### config.mk
export PLATFORM = sky130hd
export DESIGN_NAME = dram_bit_gatherer
export DESIGN_NICKNAME = d
export VERILOG_FILES = /design/src/rtl/dram_gather_pkg.sv /design/src/rtl/dram_gather_ctr.sv /design/src/rtl/dram_bit_gatherer.sv
export SDC_FILE = /design/constraint.sdc
export NUM_CORES = 1
export LEC_CHECK = 0
export ABC_AREA = 1
export ABC_CLOCK_PERIOD_IN_PS = 1950
export CORE_MARGIN = 1.5
export CORE_UTILIZATION = 50
export DETAILED_ROUTE_END_ITERATION = 16
export PLACE_DENSITY = 0.78
export SYNTH_ARGS = -nofsm -noshare
export SYNTH_HDL_FRONTEND = slang
export SYNTH_HIERARCHICAL = 1
export SYNTH_SLANG_ARGS = --single-unit
### constraint.sdc
create_clock -name clk -period 1.95 [get_ports clk]
set_input_delay 0.39 -clock clk [delete_from_list [all_inputs] [get_ports clk]]
set_output_delay 0.39 -clock clk [all_outputs]
set_load 0.01 [all_outputs]
### src/rtl/dram_gather_pkg.sv
// Shared types and defaults for the distributed-RAM bit gatherer.
package dram_gather_pkg;

  typedef enum logic [1:0] {
    IDLE = 2'd0,
    READ = 2'd1,
    HOLD = 2'd2
  } gather_state_t;

  localparam int DEF_IO_WIDTH     = 16;
  localparam int DEF_ADDR_WIDTH   = 5;
  localparam int DEF_SECTION_BITS = 1;

  // Number of RAM addresses visited per sweep: data bits plus optional parity bit.
  function automatic int calc_sweep_len(input int io_width, input bit parity);
    return io_width + (parity ? 1 : 0);
  endfunction

endpackage

### src/rtl/dram_gather_ctr.sv
// Bit-index counter for the gather sweep: load to zero, count up, stick at LAST.
module dram_gather_ctr #(
  parameter int               WIDTH = 5,
  parameter logic [WIDTH-1:0] LAST  = '0
) (
  input  logic             clk,
  input  logic             rst,
  input  logic             load,
  input  logic             en,
  output logic [WIDTH-1:0] idx,
  output logic             tc
);

  assign tc = (idx == LAST);

  // Counter saturates at LAST so the index can never wrap past the section.
  always_ff @(posedge clk) begin
    if (rst)
      idx <= '0;
    else if (load)
      idx <= '0;
    else if (en && !tc)
      idx <= idx + WIDTH'(1);
  end

endmodule

### src/rtl/dram_bit_gatherer.sv
// Reader side of the 1-bit distributed-RAM double buffer: sweeps one section of
// the LUT RAM one address per cycle and presents the reassembled word.
// Optional feature macro: DRAM_GATHER_PARITY_EN (extra even-parity sample and
// parity_err output).
module dram_bit_gatherer
  import dram_gather_pkg::*;
#(
  parameter int IO_WIDTH     = DEF_IO_WIDTH,
  parameter int ADDR_WIDTH   = DEF_ADDR_WIDTH,
  parameter int SECTION_BITS = DEF_SECTION_BITS
) (
  input  logic                           clk,
  input  logic                           rst,
  input  logic                           req_valid,
  output logic                           req_ready,
  input  logic [SECTION_BITS-1:0]        req_sect,
  output logic [SECTION_BITS+ADDR_WIDTH-1:0] ram_addr,
  input  logic                           ram_out,
  output logic                           out_valid,
  input  logic                           out_ready,
  output logic [IO_WIDTH-1:0]            out_data,
  output logic                           busy
`ifdef DRAM_GATHER_PARITY_EN
  ,
  output logic                           parity_err
`endif
);

`ifdef DRAM_GATHER_PARITY_EN
  localparam bit PAR_EN = 1'b1;
`else
  localparam bit PAR_EN = 1'b0;
`endif
  localparam int                    SWEEP_LEN = calc_sweep_len(IO_WIDTH, PAR_EN);
  localparam logic [ADDR_WIDTH-1:0] LAST_IDX  = ADDR_WIDTH'(SWEEP_LEN - 1);

  gather_state_t            state;
  logic [SECTION_BITS-1:0]  sect;
  logic [ADDR_WIDTH-1:0]    idx;
  logic                     tc;
  logic                     smp_en;   // ram_addr holds a valid sweep address this cycle
  logic [ADDR_WIDTH-1:0]    smp_idx;

  assign req_ready = (state == IDLE);
  assign smp_idx   = ram_addr[ADDR_WIDTH-1:0];

  dram_gather_ctr #(
    .WIDTH (ADDR_WIDTH),
    .LAST  (LAST_IDX)
  ) u_ctr (
    .clk  (clk),
    .rst  (rst),
    .load (state == IDLE && req_valid),
    .en   (state == READ),
    .idx  (idx),
    .tc   (tc)
  );

  // Sweep FSM: ram_addr is a registered copy of {sect, idx}, so the RAM output
  // for an address is sampled one edge after that address is registered.
  always_ff @(posedge clk) begin
    if (rst) begin
      state      <= IDLE;
      sect       <= '0;
      ram_addr   <= '0;
      smp_en     <= 1'b0;
      out_valid  <= 1'b0;
      out_data   <= '0;
      busy       <= 1'b0;
`ifdef DRAM_GATHER_PARITY_EN
      parity_err <= 1'b0;
`endif
    end else begin
      case (state)
        IDLE: begin
          if (req_valid) begin
            sect     <= req_sect;
            out_data <= '0;
            smp_en   <= 1'b0;
            busy     <= 1'b1;
            state    <= READ;
`ifdef DRAM_GATHER_PARITY_EN
            parity_err <= 1'b0;
`endif
          end
        end
        READ: begin
          ram_addr <= {sect, idx};
          smp_en   <= 1'b1;
          if (smp_en) begin
            for (int i = 0; i < IO_WIDTH; i++)
              if (smp_idx == ADDR_WIDTH'(i)) out_data[i] <= ram_out;
`ifdef DRAM_GATHER_PARITY_EN
            // Data bits are all captured by the time the parity address is sampled.
            if (smp_idx == ADDR_WIDTH'(IO_WIDTH))
              parity_err <= ^{out_data, ram_out};
`endif
            if (smp_idx == LAST_IDX) begin
              out_valid <= 1'b1;
              smp_en    <= 1'b0;
              state     <= HOLD;
            end
          end
        end
        HOLD: begin
          if (out_ready) begin
            out_valid <= 1'b0;
            busy      <= 1'b0;
            state     <= IDLE;
          end
        end
        default: state <= IDLE;
      endcase
    end
  end

  // tc is informational for the sweep; the FSM terminates on the sampled address.
  logic unused_tc;
  assign unused_tc = tc;

endmodule

==> impl_metrics.json <==
{
  "status": "complete, no violations",
  "worstMarginPinSlew_ns": 0.310,
  "core-area_mm2": 0.00303,
  "hold_class": "flop to flop",
  "cts-root-buf": "clkbuf_4",
  "numCtsBuffers": 5,
  "initial_core_util_pct": 52.4,
  "endpoint_kind": "output pin",
  "gr-usage-met1_pct": 26.5,
  "rsz0062_at_grt": "false",
  "ys_ff_latch": 33,
  "drive_above_1_share_pct": 10.7,
  "worstSetupStartpointType": "flop",
  "r2r_start": "state[1]$_SDFFE_PP0P_",
  "setup_viol": 0,
  "area_growth_syn_to_layout_pct": 26.0,
  "min_to": "out_valid$_SDFFE_PP0P_",
  "power_density_mw_per_mm2": 841,
  "path_class": "flop to output pin",
  "drt_iter0_drc": 85,
  "dp_hpwl_um": 2270,
  "cts_tree": "done",
  "overflow": 0,
  "port_buffers": 30,
  "crit_path_max_fanout": 3,
  "cts_hold_buf": 0,
  "fin_crit_ns": 1.73,
  "synth.cell_area_mm2": 0.00159,
  "vias_per_cell": 4.85,
  "drcViolationCount": 0,
  "clk_pin_slew_ns": 0.10,
  "ir_drop_mv": 0.467,
  "slew_viol_final": 0,
  "cts_max_level": 2,
  "die-area_mm2": 0.00352,
  "met3_usage_pct": 4.59,
  "grt_use_total_pct": 20.4,
  "timing.fmax_mhz": 578,
  "holdPathStages": 2,
  "clk_path_buf_depth": 2,
  "postCtsSetupBuffers": 0,
  "grt_pass1_wl_um": 5460,
  "synth_top_area_cell": "dfxtp_1",
  "synth_fp_nets": 236,
  "diodes": 0,
  "crit_required_ns": 1.56,
  "syn_avg_cell_area_um2": 6.95,
  "ys_warn_count": 6,
  "top_usage_layer": "met2",
  "fp.dieH_um": 59.3,
  "p_leak_uw": 0.000838,
  "timing.setup.tns_ns": 0,
  "dr.pass1.iters": 4,
  "worstSetupStartpoint": "state[0]$_SDFFE_PP0P_",
  "yosysUniqueCellTypes": 22,
  "reg2regPathDepth": 7,
  "worstHoldStart": "out_valid$_SDFFE_PP0P_",
  "grt_max_degree": 31,
  "relSlewSlack_pct": 79.3,
  "gp_congestion": 0.904,
  "post_drt_wl_per_cell_um": 10.2,
  "grt_pass1_vias": 1287,
  "pin_count": 31,
  "cts_resized": 0,
  "antenna_found_initial": 0,
  "fp.dieW_um": 59.3,
  "reg2reg_to": "out_data[0]$_SDFFE_PP0P_",
  "fin_area_mm2": 0.00200,
  "hold_viol_final": 0,
  "totalWireLength_um": 3130,
  "grt_use_met2_pct": 31.9,
  "synth_top_area_share_pct": 41.7,
  "r2r_slack_ns": 0.51,
  "worstPathArrival_ns": 1.34,
  "drtAntennaViolNets": 0,
  "vias": 1479,
  "place_area_mm2": 0.00193,
  "rows": 20,
  "clock_latency_ns": 0.32,
  "fin_nets": 268,
  "drv_cap": 0,
  "skew_ns": 0.00489,
  "fin_crit_sh_pct": 88.8,
  "clock_sinks": 33,
  "synth_area_leaders": "dfxtp_1, nand2_1, nand3_1, nor2_1, a21oi_1",
  "seq_area_frac_synth_pct": 41.7,
  "syn_inst": 228
}
==> worst max path at each step <==
stage,endpoint,slack (ns)
3_3_place_gp,out_data[0]$_SDFFE_PP0P_,0.39
6_report,req_ready,0.22
3_5_place_dp,out_data[3]$_SDFFE_PP0P_,0.37
4_1_cts,req_ready,0.21
5_1_grt,req_ready,0.15
2_1_floorplan,u_ctr/idx[2]$_SDFFE_PP0P_,0.66
==> cell usage after synthesis (all sizes together) <==
master,instances
nand2,50
nor2,39
dfxtp,33
nand3,31
a21oi,24
inv,20
o21ai,15
buf,10
a31oi,2
ha,2
clkinv,1
o21bai,1
==> placed cells by master, fill, tap and decap left out, drive strengths merged <==
cell type and n:
clkbuf 7, clkdlybuf4s50 30, nand3 31, dfxtp 33
clkinv 2, o21ai 15, inv 20, o21bai 1
a21oi 24, nand2 50, buf 5, ha 2
a31oi 2, nor2 39
==> through the flow <==
stage                     setup WS (ns)  std cells  hold slack [ns]  power, uW  util (%)
after floorplan                   0.663        228            0.450       1100         -
after global placement            0.388        297            0.435       1260      63.7
after detailed placement          0.374        297            0.439       1270      63.7
after CTS                         0.207        305            0.454       1700      66.0
after global routing              0.151        305            0.515       1800      66.0
final                             0.219        305            0.450       1680      66.0
==> critical path, cell delays in order, from the launching register on <==
cell and delay (ns):
dfxtp_1 0.35, nor2_2 0.12, clkdlybuf4s50_1 0.55
==> metal layers <==
metal | part of all wire (%) | vias to the layer above
met5 | 0 | -
met4 | 1.7 | 0
met3 | 5.7 | 7
met2 | 44 | 39
met1 | 48 | 628
li1 | - | 805
==> where the power goes <==
group	switching [uW]	internal [uW]
sequential	44.6	741
clock	222	209
combinational	249	215
total	516	1160
==> final cells by class <==
type,count,area [um^2]
clock buffer,7,65.1
clock inverter,1,5.00
fill,268,1030
inverter,21,81.3
multi-input combinational,164,781
sequential,33,661
tap,44,55.1
timing repair buffer,35,350
==> kinds of logic after synthesis <==
family                     after synthesis  share of synthesized area (%)
and+or+nand+nor                        120                           33.1
AOI/OAI and AO/OA                       42                           14.5
DFF                                     33                           41.7
buffers and inverters                   31                           9.08
adders and majority gates                2                           1.58
==> flip-flops by register name, indices dropped and copies added, names as in the netlist <==
signal     flops
out_data      16
sect           1
ram_addr       6
busy           1
out_valid      1
u_ctr/idx      5
smp_en         1
state          2
Power figures use the tool's default switching activity.
